**config.mk**
```make
export PLATFORM = sky130hd
export DESIGN_NAME = lvds_frame_writer
export DESIGN_NICKNAME = d
export VERILOG_FILES = /design/src/rtl/lvds_frame_writer.sv
export SDC_FILE = /design/constraint.sdc
export NUM_CORES = 1
export LEC_CHECK = 0
export ABC_AREA = 0
export CAP_MARGIN = 10
export CORE_MARGIN = 2
export CORE_UTILIZATION = 31
export DETAILED_ROUTE_END_ITERATION = 6
export GPL_TIMING_DRIVEN = 1
export SYNTH_ARGS = -nofsm -noshare
export SYNTH_HDL_FRONTEND = slang
export SYNTH_SLANG_ARGS = --single-unit
```
**constraint.sdc**
```tcl
create_clock -name CLK -period 9.53 [get_ports CLK]
set_clock_uncertainty 0.1 [all_clocks]
set_input_delay 2.3825 -clock CLK [delete_from_list [all_inputs] [get_ports CLK]]
set_output_delay 2.3825 -clock CLK [all_outputs]
set_load 0.005 [all_outputs]
```
**src/rtl/lvds_frame_writer.sv**
```systemverilog
// lvds_frame_writer
//   Buffers 64-bit packed pixel words from the LVDS receiver in a small FIFO.
//   Drains them over a valid/ready write port into one of two frame buffers
//   in external memory. Reports frame completion and tells the receiver when
//   a buffer is free.
//
// Build option:
//   FRAME_PINGPONG_EN - when defined, frames alternate between BASE_ADDR_0
//                       and BASE_ADDR_1. When undefined, every frame targets
//                       buffer 0, and buf_release[1] is ignored.
//
// Ports:
//   CLK, reset_n          clock, asynchronous active-low reset
//   ram_data/_rdy         pixel word and its valid strobe (no backpressure)
//   write_to_lvds_fifo    receiver committed the current frame to capture
//   new_frame_rdy         level; its rising edge marks word 0 of a frame
//   frame_buffer_rdy      idle with a free buffer available
//   mem_wr_*              memory write handshake (byte address, 64-bit data)
//   frame_done/_sel/_err  one-cycle completion pulse, buffer index, lost-word flag
//   buf_release           per-buffer free pulse from the consumer
//   overflow/clear_overflow  sticky drop flag and its clear
//   fifo_level            current FIFO occupancy
module lvds_frame_writer #(
  parameter int unsigned       FIFO_DEPTH      = 16,
  parameter logic [31:0]       WORDS_PER_FRAME = 32'd32768,
  parameter int unsigned       ADDR_W          = 32,
  parameter logic [ADDR_W-1:0] BASE_ADDR_0     = 32'h0000_0000,
  parameter logic [ADDR_W-1:0] BASE_ADDR_1     = 32'h0100_0000
) (
  input  logic                          CLK,
  input  logic                          reset_n,
  input  logic [63:0]                   ram_data,
  input  logic                          ram_data_rdy,
  input  logic                          write_to_lvds_fifo,
  input  logic                          new_frame_rdy,
  output logic                          frame_buffer_rdy,
  output logic                          mem_wr_valid,
  input  logic                          mem_wr_ready,
  output logic [ADDR_W-1:0]             mem_wr_addr,
  output logic [63:0]                   mem_wr_data,
  output logic                          frame_done,
  output logic                          frame_done_sel,
  output logic                          frame_err,
  input  logic [1:0]                    buf_release,
  output logic                          overflow,
  input  logic                          clear_overflow,
  output logic [$clog2(FIFO_DEPTH):0]   fifo_level
);

  localparam int unsigned PTR_W = $clog2(FIFO_DEPTH);
  localparam int unsigned LVL_W = PTR_W + 1;

  typedef enum logic [1:0] {IDLE, CAPTURE, FLUSH, DONE} state_e;

  state_e             state_q, state_d;
  logic [63:0]        fifo_q [FIFO_DEPTH];
  logic [PTR_W-1:0]   wr_ptr_q, wr_ptr_d, rd_ptr_q, rd_ptr_d;
  logic [LVL_W-1:0]   lvl_q, lvl_d;
  logic [31:0]        cap_cnt_q, cap_cnt_d, push_cnt_q, push_cnt_d, drain_cnt_q, drain_cnt_d;
  logic               drop_flag_q, drop_flag_d;
  logic               overflow_q, overflow_d;
  logic               nfr_q;
  logic [1:0]         buf_full_q, buf_full_d, rel_mask, done_set;
  logic               frame_buffer_rdy_q;
  logic               wr_sel, wr_sel_nx;
  logic               start, push_req, push_ok, pop, drop, fifo_full, fifo_empty;

`ifdef FRAME_PINGPONG_EN
  logic wr_sel_q;
  always_ff @(posedge CLK or negedge reset_n) begin
    if (!reset_n) wr_sel_q <= 1'b0;
    else          wr_sel_q <= wr_sel_nx;
  end
  assign wr_sel    = wr_sel_q;
  assign wr_sel_nx = (state_q == DONE) ? ~wr_sel_q : wr_sel_q;
  assign rel_mask  = 2'b11;
`else
  assign wr_sel    = 1'b0;
  assign wr_sel_nx = 1'b0;
  assign rel_mask  = 2'b01;
`endif

  assign fifo_empty = (lvl_q == '0);
  assign fifo_full  = (lvl_q == LVL_W'(FIFO_DEPTH));
  assign start      = ram_data_rdy && write_to_lvds_fifo && new_frame_rdy && !nfr_q
                      && !buf_full_q[wr_sel];
  assign push_req   = ((state_q == IDLE) && start) || ((state_q == CAPTURE) && ram_data_rdy);
  assign pop        = !fifo_empty && mem_wr_ready;
  // A full FIFO still accepts a push when the head leaves in the same cycle.
  assign push_ok    = push_req && (!fifo_full || pop);
  assign drop       = push_req && fifo_full && !pop;
  assign done_set   = (state_q == DONE) ? (2'b01 << wr_sel) : 2'b00;
  // Release and DONE on the same buffer: the set is applied last so it wins.
  assign buf_full_d = (buf_full_q & ~(buf_release & rel_mask)) | done_set;

  // State register
  always_ff @(posedge CLK or negedge reset_n) begin
    if (!reset_n) state_q <= IDLE;
    else          state_q <= state_d;
  end

  // Next-state logic
  always_comb begin
    state_d = state_q;
    unique case (state_q)
      IDLE:    if (start) state_d = (WORDS_PER_FRAME == 32'd1) ? FLUSH : CAPTURE;
      CAPTURE: if (ram_data_rdy && (cap_cnt_q == WORDS_PER_FRAME - 32'd1)) state_d = FLUSH;
      // Looking at the post-handshake counts lets DONE follow the last write directly.
      FLUSH:   if ((drain_cnt_d == push_cnt_q) && (lvl_d == '0)) state_d = DONE;
      DONE:    state_d = IDLE;
      default: state_d = IDLE;
    endcase
  end

  // Outputs
  always_comb begin
    mem_wr_valid     = !fifo_empty;
    mem_wr_data      = '0;
    mem_wr_addr      = '0;
    if (!fifo_empty) begin
      mem_wr_data = fifo_q[rd_ptr_q];
      mem_wr_addr = (wr_sel ? BASE_ADDR_1 : BASE_ADDR_0) + (ADDR_W'(drain_cnt_q) << 3);
    end
    frame_done       = (state_q == DONE);
    frame_done_sel   = frame_done && wr_sel;
    frame_err        = frame_done && drop_flag_q;
    frame_buffer_rdy = frame_buffer_rdy_q;
    overflow         = overflow_q;
    fifo_level       = lvl_q;
  end

  // Datapath next-state
  always_comb begin
    wr_ptr_d    = push_ok ? wr_ptr_q + PTR_W'(1) : wr_ptr_q;
    rd_ptr_d    = pop ? rd_ptr_q + PTR_W'(1) : rd_ptr_q;
    lvl_d       = lvl_q;
    unique case ({push_ok, pop})
      2'b10:   lvl_d = lvl_q + LVL_W'(1);
      2'b01:   lvl_d = lvl_q - LVL_W'(1);
      default: lvl_d = lvl_q;
    endcase
    cap_cnt_d   = cap_cnt_q;
    push_cnt_d  = push_cnt_q;
    drain_cnt_d = drain_cnt_q;
    drop_flag_d = drop_flag_q;
    if ((state_q == IDLE) && start) begin
      cap_cnt_d   = 32'd1;
      push_cnt_d  = 32'd1;
      drain_cnt_d = '0;
      drop_flag_d = 1'b0;
    end else begin
      if ((state_q == CAPTURE) && ram_data_rdy) cap_cnt_d = cap_cnt_q + 32'd1;
      if (push_ok) push_cnt_d  = push_cnt_q + 32'd1;
      if (pop)     drain_cnt_d = drain_cnt_q + 32'd1;
      if (drop)    drop_flag_d = 1'b1;
    end
    overflow_d = drop ? 1'b1 : (clear_overflow ? 1'b0 : overflow_q);
  end

  always_ff @(posedge CLK or negedge reset_n) begin
    if (!reset_n) begin
      wr_ptr_q           <= '0;
      rd_ptr_q           <= '0;
      lvl_q              <= '0;
      cap_cnt_q          <= '0;
      push_cnt_q         <= '0;
      drain_cnt_q        <= '0;
      drop_flag_q        <= 1'b0;
      overflow_q         <= 1'b0;
      nfr_q              <= 1'b0;
      buf_full_q         <= '0;
      frame_buffer_rdy_q <= 1'b1;
    end else begin
      wr_ptr_q           <= wr_ptr_d;
      rd_ptr_q           <= rd_ptr_d;
      lvl_q              <= lvl_d;
      cap_cnt_q          <= cap_cnt_d;
      push_cnt_q         <= push_cnt_d;
      drain_cnt_q        <= drain_cnt_d;
      drop_flag_q        <= drop_flag_d;
      overflow_q         <= overflow_d;
      nfr_q              <= new_frame_rdy;
      buf_full_q         <= buf_full_d;
      frame_buffer_rdy_q <= (state_d == IDLE) && !buf_full_d[wr_sel_nx];
    end
  end

  // FIFO storage carries no reset; occupancy and pointers decide what is visible.
  always_ff @(posedge CLK) begin
    if (push_ok) fifo_q[wr_ptr_q] <= ram_data;
  end

endmodule

```
# Yosys cells after proc, flatten, opt, wreduce, memory -nomap -nowiden

Memory sizes are Yosys's and may differ from the RTL's.
Index checks and enable logic that the tools add are counted.

Flip-flop bits (word level): 117
RAM bits: 1024
Input port bits: 73
Output and inout bits: 107
Word-level logic and storage cells: 81
Memories: 1

Add/sub/neg operators: 7
Equal/unequal tests: 8
Mux-type cells: 20
Bitwise gates (word level): 3
Reduce and logical (&&, ||, !) cells: 30

Memory list:

| memory | words | width | rd ports | clocked after memory_dff | write ports | line | source |
|---|---|---|---|---|---|---|---|
| fifo_q | 16    | 64    | 1        | 0                        | 1           | 56   | `logic [63:0] fifo_q [FIFO_DEPTH];` |

Operators with widths:

| kind                                                   | number |
|---|---|
| 2-to-1 mux 32 bit                                      | 7 |
| adder 32 x 1 -> 32 bit (second input constant)         | 3 |
| 2-to-1 mux 64 bit                                      | 1 |
| equality test 32 x 15 -> 1 bit (second input constant) | 1 |
| equality test 32 bit                                   | 1 |
| logical AND 1 bit                                      | 14 |
| zero test 5 bit                                        | 2 |
| one-hot mux 5 bit (2 select lines)                     | 1 |
| adder 4 x 1 -> 4 bit (second input constant)           | 2 |
| one-hot mux 2 bit (4 select lines)                     | 1 |
| nonzero test 2 bit                                     | 4 |
| 2-to-1 mux 1 bit                                       | 7 |
| equality test 2 bit (second input constant)            | 3 |
| zero test 1 bit                                        | 6 |
| 2-to-1 mux 2 bit                                       | 3 |
| adder 5 x 1 -> 5 bit (second input constant)           | 1 |
| equality test 5 bit (second input constant)            | 1 |
| subtractor 5 x 1 -> 5 bit (second input constant)      | 1 |
| equality test 2 x 1 -> 1 bit (second input constant)   | 2 |
| zero test 2 bit                                        | 2 |
| bitwise AND 2 bit                                      | 1 |
| logical OR 1 bit                                       | 2 |
| inverter 1 -> 2 bit                                    | 1 |
| OR 2 x 1 -> 2 bit                                      | 1 |

# Depth between registers and ports, before layout

Gate-level depths: netlist (run 1).

Depth after elaboration: 15
Gate-level depth with buffers: 14
Gate-level depth less buffers: 12

# Worst setup path after synthesis (run 1)

Ideal clock, no wire load.

Kind: input to register
From: input ram_data_rdy
To: memory fifo_q[3][0] (enable)
Arrival time: 8063 ps
Data required time: 8866 ps
Path slack: 803 ps
Stages: 8
Cells stage by stage: and3b_1 -> clkbuf_1 -> a21oi_2 -> clkbuf_1 -> nor2_1 -> clkbuf_1 -> nand2_1 -> nor3_1

Cells in the longest elaborated chain, start to end: 9
Elaborated cells on any way between the ends: 10

RTL lines:

| element                                    | line | source |
|---|---|---|
| start: declaration                         | 33   | `input logic ram_data_rdy,` |
| logical AND 1 bit (3 in series)            | 85   | `assign start = ram_data_rdy && write_to_lvds_fifo && new_frame_rdy && !nfr_q` |
| logical AND 1 bit                          | 86   | `&& !buf_full_q[wr_sel];` |
| logical AND 1 bit                          | 87   | `assign push_req = ((state_q == IDLE) && start) \|\| ((state_q == CAPTURE) && ram_data_rdy);` |
| logical OR 1 bit (*)                       | 87   |  |
| logical AND 1 bit (*)                      | 90   | `assign push_ok = push_req && (!fifo_full \|\| pop);` |
| 2-to-1 mux 1 bit (*)                       | 190  | `if (push_ok) fifo_q[wr_ptr_q] <= ram_data;` |
| 2-to-1 mux 1 bit (implied by the code) (*) | 190  |  |
| end: declaration                           | 56   |  |

Every way passes the cells marked *; elsewhere a longest branch is shown, timed or not.

# Final worst setup path (run 1)

From: register lvl_q[1], in the netlist fifo_level[1]
To: output mem_wr_data[2]

Cells in the longest elaborated chain, start to end: 2

RTL lines:

| element                  | line | source |
|---|---|---|
| start: declaration       | 58   | `logic [LVL_W-1:0] lvl_q, lvl_d;` |
| start signal: assignment | 176  | `lvl_q <= lvl_d;` |
| zero test 5 bit          | 83   | `assign fifo_empty = (lvl_q == '0);` |
| 2-to-1 mux 64 bit        | 120  | `if (!fifo_empty) begin` |
| end: declaration         | 40   | `output logic [63:0] mem_wr_data,` |

No other way between the ends.

==> results of run 1 <==
-- through the flow --
| step | area, um2 | cells | setup slack (ns) | total power [W] | hold WS (ns) |
|---|---|---|---|---|---|
| finish | 53900 | 4535 | 2.69 | 0.0147 | 0.404 |
| global route | 53900 | 4533 | 2.42 | 0.0154 | 0.454 |
| CTS | 53900 | 4532 | 2.54 | 0.0150 | 0.405 |
| detailed placement | 50100 | 4319 | 2.61 | 0.0104 | 0.390 |
| global placement | 50100 | 4319 | 2.65 | 0.0104 | 0.397 |
| floorplan | 45800 | 2294 | 0.803 | 0.00864 | 0.349 |
-- sequential cells by signal, indices dropped and copies added (netlist names) --
name	count
drain_cnt_q	32
drop_flag_q	1
wr_ptr_q	4
buf_full_q	1
frame_buffer_rdy	1
nfr_q	1
cap_cnt_q	32
overflow	1
state_q	2
rd_ptr_q	4
push_cnt_q	32
fifo_level	5
fifo_q	1024
-- power by group through the flow --
stage               Clock, W  Sequential [W]  Combinational [W]
floorplan                  0         0.00591            0.00273
global placement           0         0.00604            0.00441
detailed placement         0         0.00605            0.00440
CTS                  0.00461         0.00595            0.00443
global route         0.00481         0.00597            0.00463
finish               0.00449         0.00594            0.00429
-- worst min-delay path by stage --
stage          slack (ns)               end  depth (start not counted)
6_report             0.40  frame_buffer_rdy                          1
3_3_place_gp         0.40       drop_flag_q                          2
4_1_cts              0.41       drop_flag_q                          2
2_1_floorplan        0.35  frame_buffer_rdy                          1
5_1_grt              0.45  frame_buffer_rdy                          1
3_5_place_dp         0.39       drop_flag_q                          2
-- kinds of logic after synthesis --
| kind of cell | synth area share [%] |
|---|---|
| AO/OA/AOI/OAI | 1.66 |
| XOR/XNOR | 1.79 |
| adder cells (fa/ha/maj) | 0.344 |
| buffers and inverters | 1.34 |
| flip-flops | 73.5 |
| multiplexers | 16.2 |
| other | 0.00819 |
| AND/OR/NAND/NOR | 5.20 |
-- critical path, delay by kind of cell, from the launching register on --
kind / cells / cell delay [ns]
buffers and inverters: 3 / 1.39
DFF: 1 / 0.48
and+or+nand+nor: 3 / 1.62
-- layout by cell type, fill, tap and decap left out, types with 8 or more instances in the layout --
| cell type | count |
|---|---|
| or3_1 | 13 |
| inv_1 | 24 |
| nor3_1 | 18 |
| clkdlybuf4s50_1 | 173 |
| mux2_2 | 8 |
| ha_1 | 11 |
| dfrtp_1 | 111 |
| nor2_4 | 13 |
| clkbuf_1 | 29 |
| and4_1 | 15 |
| xnor2_1 | 43 |
| and3_1 | 11 |
| nor4_1 | 13 |
| nand3_1 | 38 |
| nand2b_1 | 9 |
| buf_4 | 39 |
| edfxtp_1 | 1024 |
| nand2_1 | 58 |
| nor2_1 | 94 |
| nand4_1 | 36 |
| clkinv_1 | 27 |
| xor2_1 | 48 |
| mux4_2 | 320 |
| a21oi_1 | 30 |
| and2_1 | 95 |
| clkinv_2 | 15 |
| clkbuf_16 | 118 |
| bufinv_16 | 9 |
| o21ai_0 | 19 |
| buf_12 | 11 |
-- cell type report --
type,count,area (um2)
diodes,3,7.51
clock buffers,150,3100
clock inverters,63,663
fillers,13600,93300
inverters,26,100
multi-input cells,1000,11700
flip-flops and latches,1140,33700
well taps,1930,2410
repair buffers,223,2240
-- cells in the mapped netlist, types with 13 or more instances --
cell      number
edfxtp_1    1024
mux4_2       320
dfrtp_1      115
nor2_1       107
and2_1        95
clkbuf_1      83
nand2_1       58
xor2_1        48
xnor2_1       43
nand3_1       38
nand4_1       36
buf_1         33
a21oi_1       30
inv_1         25
nor3_1        22
o21ai_0       19
and4_1        15
nor4_1        13
or3_1         13
-- metal layers --
layer	global-route usage, %	wire length [um]
met3	2.79	5280
met4	3.89	2450
met1	20.0	48900
met2	23.1	52300
met5	0	94
==> flow_summary.toml, run 1 <==
[run_status]
status = "finished, final reports clean"

[critical_path]
reg2reg_slack_ns = 5.03
worst_r2r_endpoint = "fifo_q[15][34]"
crit_path_top_delay_cell = "or4_1"
r2r-start = "state_q[1]"
worst_r2r_path_depth = 6
critPathMaxFanout = 44
crit_end = "mem_wr_data[2]"
path_cells = "or4_1, nor2_1, inv_4, buf_4, and2_1, clkdlybuf4s50_1"
arrival_ns = 4.36
crit_required_ns = 7.05
crit_path_start = "fifo_level[1]"
critical_path_class = "reg2out"
crit_path_max_incr_delay_ns = 0.74
end_kind = "output pin"
crit_path_start_kind = "flip-flop"

[global_route]
antenna_found_initial = 14
grtUsageTotal_pct = 14.4
grt_pass1_vias = 23200
grt_max_degree = 150
grt_pass1_wl_mm = 161
grt.overflow.total = 0

[drt]
drc = 0
vias = 22500
first_pass_iters = 5
initialDrtViolationCount = 1811
drt-total-wl_mm = 109
antenna_left = 0
wl_per_cell_um = 24.0
vias_per_cell = 4.96

[timing]
tns_ns = 0
rsz0062_at_grt = "false"
fin_crit_sh_pct = 71.8
maxSlewHeadroom_pct = 22.5
final_hold_viol_count = 0
worstMarginPinSlew_ns = 1.16
maxSlewViolCount = 0
fmax_ghz = 0.146
setup_viol = 0
fin_crit_ns = 6.84

[final_layout]
fin_nets = 2594
synthToLayoutAreaGrowth_pct = 17.6
final_core_util_pct = 36.6
drive_gt1_share_pct = 21.9

[synth]
yosysWarnings = 0
synth_area_per_cell_um2 = 20.0
async_reset_ff_share_pct = 10.2
synth_top_area_cell = "edfxtp_1"
netlist_top_cells_area = "edfxtp_1 (67%), mux4_2 (16%), dfrtp_1 (6.3%)"
synth.distinct_cells = 74
netlist_area_mm2 = 0.0458
synth_flop_cell = "edfxtp_1"
synth_seq_cells = 1140
synth_edf_count = 1024
yosysSeqAreaShare_pct = 73.5
synthCells = 2291
netlist.area_leader.share_pct = 67.1

[clocking]
ctsHoldBuffers = 0
cts_buffers = 118
clk_pin_slew_worst_paths_ns = 0.05
cts_buffer_depth = 3
cts.repair.resized = 0
clock_sinks = 1140
cts_tree = "built"
cts_setup_buffers = 0
cts_root_buffer = "clkbuf_16"
h-tree-depth = 3
clk_latency_ns = 0.76

[power]
pwr-share-comb_pct = 29.1
leakagePower_nw = 17.2
power_density_mw_per_mm2 = 273
sw_frac_of_total_pct = 28.3
ir_drop_uv = 403
power.internal_w = 0.0106
pwr-share-clk_pct = 30.5
power_frac_seq_pct = 40.3
p_switching_w = 0.00416

[placement]
hpwl_mm = 60.6
port_buffers = 174
gp_congestion = 0.786

[die]
die-area_mm2 = 0.151
start_util_pct = 31.1
row_count = 141
coreArea_mm2 = 0.147
ios = 180
die_w_um = 388
die_h_um = 388

[worst_hold_path]
min_from = "buf_full_q[0]"
min_path_type = "reg2reg"

[flow_run]
max-cap-violations = 0
No activity file was read; power rests on OpenSTA's default activity.
==> inputs of run 2 (changes only) <==
Clock period 9.53 ns to 5.7 ns, I/O delays scaled along.
==> run 2 against run 1 <==
  * First-iteration DRC count is 2.1% higher
  * Cell area is 1.3% higher
  * Global-route usage is 0.44 points higher
  * Critical path type unchanged
  * Critical endpoint is now mem_wr_data[4]
  * Largest power group unchanged
==> flow_summary.toml, run 2 (synthesis gave the netlist of run 1 again) <==
[timing]
worstMarginPinSlew_ns = 1.02
fin_crit_ns = 5.34
fmax_ghz = 0.187
rsz0062_at_grt = "false"
maxSlewViolCount = 0
tns_ns = 0
maxSlewHeadroom_pct = 31.9
fin_ws_ns = 0.356
setup_viol = 0
final_hold_viol_count = 0
fin_crit_sh_pct = 93.8

[critical_path]
end_kind = "output pin"
critPathMaxFanout = 22
crit_path_start_kind = "flip-flop"
critical_path_class = "reg2out"
crit_required_ns = 4.18
arrival_ns = 3.82

[power]
power_density_mw_per_mm2 = 460
leakagePower_nw = 17.5
ir_drop_uv = 313
finalPower_w = 0.0251

[global_route]
grt_pass1_vias = 23500
grtUsageTotal_pct = 14.8
grt.overflow.total = 0
grt_max_degree = 101
antenna_found_initial = 14
grt_pass1_wl_mm = 164

[final_layout]
final_cell_mix = "edfxtp_1 (1024), mux4_2 (320), clkdlybuf4s50_1 (173)"
layout_commonest_cell = "edfxtp_1"
synthToLayoutAreaGrowth_pct = 19.1
final_area_mm2 = 0.0545
fin_nets = 2629
drive_gt1_share_pct = 23.3
top_register = "fifo_q"
largest_reg_flops = 1024

[clocking]
clock_sinks = 1140
cts_tree = "built"
cts_buffers = 120
clk_pin_slew_worst_paths_ns = 0.06
clk_latency_ns = 0.74
cts_root_buffer = "clkbuf_16"
cts_buffer_depth = 3
cts.repair.resized = 0
ctsHoldBuffers = 0
cts_setup_buffers = 0
h-tree-depth = 3

[die]
start_util_pct = 31.1
ios = 180
die-area_mm2 = 0.151
row_count = 141
die_w_um = 388
coreArea_mm2 = 0.147
die_h_um = 388

[drt]
initialDrtViolationCount = 1849
drt-total-wl_mm = 113
first_pass_iters = 5
wl_per_cell_um = 24.6
vias_per_cell = 4.99
antenna_left = 0
vias = 22800
drc = 0

[run_status]
status = "finished, final reports clean"

[placement]
gp_congestion = 0.795
hpwl_mm = 62.4
postPlaceCellArea_mm2 = 0.0507
port_buffers = 174
dp_slack_ns = 0.628

[flow_run]
max-cap-violations = 0

[worst_hold_path]
min_path_type = "reg2reg"
==> run 2: report_power, final <==
part           internal [W]  switching, W
combinational       0.00406       0.00321
sequential          0.00954      0.000541
clock               0.00449       0.00326
total                0.0181       0.00701
==> run 2: path summary, 6_finish.rpt <==
| path | depth (start not counted) | to | slack (ns) | from |
|---|---|---|---|---|
| worst max register to register | 12 | state_q[0] | 2.03 | fifo_level[4] |
| worst min-delay path | 1 | frame_buffer_rdy | 0.40 | buf_full_q[0] |
| worst max-delay path | 5 | mem_wr_data[4] | 0.36 | rd_ptr_q[0] |
| min in group asynchronous | 1 | drain_cnt_q[22] | 0.61 | reset_n |
| worst min register to register | 1 | frame_buffer_rdy | 0.40 | buf_full_q[0] |
| max in group asynchronous | 2 | rd_ptr_q[0] | 3.75 | reset_n |
==> run 2: routing by layer <==
metal	vias to the layer above	global-route usage (%)	share of wire, %
met1	12200	20.1	44
met3	182	2.98	5.3
met5	-	0	0.13
met4	20	4.14	2.3
li1	9857	-	-
met2	600	24.2	49
==> run 2: critical path, stage by stage (launching register included) <==
cell and delay (ns):
dfrtp_4 0.86, buf_4 0.46, mux4_2 0.56, mux4_2 0.57
and2_1 0.19, clkdlybuf4s50_1 0.44
==> run 2: final cells by class <==
| class | count | area (um2) |
|---|---|---|
| Timing Repair Buffer | 256 | 2790 |
| Multi-Input combinational cell | 1000 | 11700 |
| Sequential cell | 1140 | 33700 |
| Antenna cell | 2 | 5.00 |
| Tap cell | 1930 | 2410 |
| Inverter | 26 | 100 |
| Clock buffer | 145 | 3100 |
| Fill cell | 13600 | 92600 |
| Clock inverter | 75 | 781 |
==> run 2: stage by stage <==
stage	utilization, %	hold WS (ns)	cells
after floorplan	-	0.349	2294
after global placement	34.4	0.382	4352
after detailed placement	34.4	0.384	4352
after CTS	37.1	0.401	4572
after global routing	37.1	0.439	4572
final	37.1	0.402	4574
==> inputs of run 3 (changes only) <==
Settings changed: RECOVER_POWER set to 100.
==> run 3 against run 2 <==
  * Highest routed layer unchanged
  * The run now ends with max-capacitance violations, max-slew violations left
  * Cell area decreased by 0.74%
  * Die area stayed put
  * Flip-flop and latch count unchanged
  * Largest power group unchanged
==> flow_summary.toml, run 3 (synthesis gave the netlist of run 1 again) <==
[drt]
drt-total-wl_mm = 112
wl_met3_mm = 5.44
antenna_left = 0
drc = 0
first_pass_iters = 5
wl_per_cell_um = 24.6
wl_met1_mm = 49.4
vias_per_cell = 4.98
vias = 22800
initialDrtViolationCount = 1920
dr_wl_met2_mm = 55.0
maxUsedRoutingLayer = "met5"

[clocking]
cts_root_buffer = "clkbuf_16"
cts_setup_buffers = 0
clock_sinks = 1140
cts.repair.resized = 0
cts_buffer_depth = 3
cts_buffers = 120
h-tree-depth = 3
clk_pin_slew_worst_paths_ns = 0.06
cts_tree = "built"
ctsHoldBuffers = 0
clk_latency_ns = 0.74

[final_layout]
stdcell_count = 4578
final_core_util_pct = 36.8
layout_commonest_cell = "edfxtp_1"
largest_reg_flops = 1024
top_register = "fifo_q"
drive_gt1_share_pct = 22.4
fin_nets = 2629
final_cell_mix = "edfxtp_1 (1024), mux4_2 (320), clkbuf_16 (120)"
synthToLayoutAreaGrowth_pct = 18.2

[global_route]
grt.overflow.total = 0
antenna_found_initial = 29
grt_pass1_wl_mm = 164
grt_max_degree = 101
grtUsageTotal_pct = 14.8
grt_pass1_vias = 23500

[timing]
fin_crit_ns = 5.41
fmax_ghz = 0.185
final_hold_viol_count = 0
tns_ns = 0
maxSlewViolCount = 246
setup_viol = 0
holdWs_ns = 0.399
rsz0062_at_grt = "false"
fin_crit_sh_pct = 94.8
maxSlewHeadroom_pct = -94.4
worstMarginPinSlew_ns = 2.92

[critical_path]
r2r-start = "state_q[1]"
critical-path-top-delay-family = "buffers and inverters"
critPathMaxFanout = 28
reg2reg_slack_ns = 1.08
crit_top_cell = "mux4_2"
worst_r2r_path_depth = 8
crit_path_top_delay_cell = "dfrtp_4"
worst_r2r_endpoint = "fifo_q[13][9]"
crit_end = "mem_wr_data[56]"
arrival_ns = 3.88
critical_path_class = "reg2out"
crit_path_start = "rd_ptr_q[0]"
end_kind = "output pin"
crit_path_max_incr_delay_ns = 0.84
crit_path_start_kind = "flip-flop"
cp.depth = 5
crit_required_ns = 4.18
path_cells = "buf_6, mux4_2, mux4_2, and2_1, dlygate4sd3_1"
crit_buf_inv = 2

[power]
ir_drop_uv = 312
pwr-share-clk_pct = 31.1
p_switching_w = 0.00696
power_density_mw_per_mm2 = 460
power.internal_w = 0.0180
sw_frac_of_total_pct = 27.9
power_frac_seq_pct = 40.4
pwr-share-comb_pct = 28.5
leakagePower_nw = 17.5

[die]
row_count = 141
start_util_pct = 31.1
die-area_mm2 = 0.151
ios = 180
die_w_um = 388
die_h_um = 388
coreArea_mm2 = 0.147

[placement]
gp_congestion = 0.795
port_buffers = 174
hpwl_mm = 62.4
placed_cells = 4352

[run_status]
status = "finished, violations left"
violations = "max-capacitance violations, max-slew violations"

[worst_hold_path]
whs_path_depth = 2
min_path_type = "reg2reg"

[flow_run]
max-cap-violations = 4
run 3: cell types whose count changed in the layout (fill, tap and decap cells not counted), sizes merged:
cell / previous run / this run
clkdlybuf4s50: 173 / 59
dlygate4sd3: 0 / 114
diode: 2 / 6
clkbuf: 145 / 193
buf: 83 / 35
run 3: area by class of cell:
type / count / area (um2)
Fill cell: 13600 / 93000
Sequential cell: 1140 / 33700
Multi-Input combinational cell: 1000 / 11600
Clock buffer: 145 / 3100
Timing Repair Buffer: 256 / 2500
Tap cell: 1930 / 2410
Clock inverter: 75 / 781
Inverter: 26 / 100
Antenna cell: 6 / 15.0
run 3: power groups by stage:
| stage | Clock (W) | Sequential, W | Combinational, W |
|---|---|---|---|
| 5_1_grt | 0.00826 | 0.0101 | 0.00764 |
| 4_1_cts | 0.00796 | 0.0101 | 0.00748 |
| 2_1_floorplan | 0 | 0.00987 | 0.00457 |
| 3_3_place_gp | 0 | 0.0103 | 0.00746 |
| 3_5_place_dp | 0 | 0.0103 | 0.00745 |
| 6_report | 0.00774 | 0.0101 | 0.00709 |
run 3: through the flow:
step	power [W]	cell area (um2)	worst slack, ns
2_1_floorplan	0.0144	45800	-0.353
3_3_place_gp	0.0177	50700	0.596
3_5_place_dp	0.0177	50700	0.628
4_1_cts	0.0255	54500	0.199
5_1_grt	0.0260	54100	0.0728
6_report	0.0249	54100	0.295
run 3: worst min-delay path by stage:
stage                  start          endpoint  slack [ns]
3_3_place_gp     drop_flag_q       drop_flag_q        0.38
3_5_place_dp     drop_flag_q       drop_flag_q        0.38
6_report         drop_flag_q       drop_flag_q        0.40
2_1_floorplan  buf_full_q[0]  frame_buffer_rdy        0.35
4_1_cts          drop_flag_q       drop_flag_q        0.40
5_1_grt          drop_flag_q       drop_flag_q        0.44
run 3: metal layers:
metal | track usage (%) | vias to the layer above
met4 | 4.14 | 22
met5 | 0 | -
met2 | 24.2 | 559
li1 | - | 9857
met1 | 20.1 | 12200
met3 | 2.98 | 189
run 3: worst reg2reg max path, delay by kind of cell (launching register included):
kind	cells	cell delay, ns
and+or+nand+nor	4	1.35
buffers and inverters	3	2.03
AOI/OAI and AO/OA	1	0.20
DFF	1	0.45
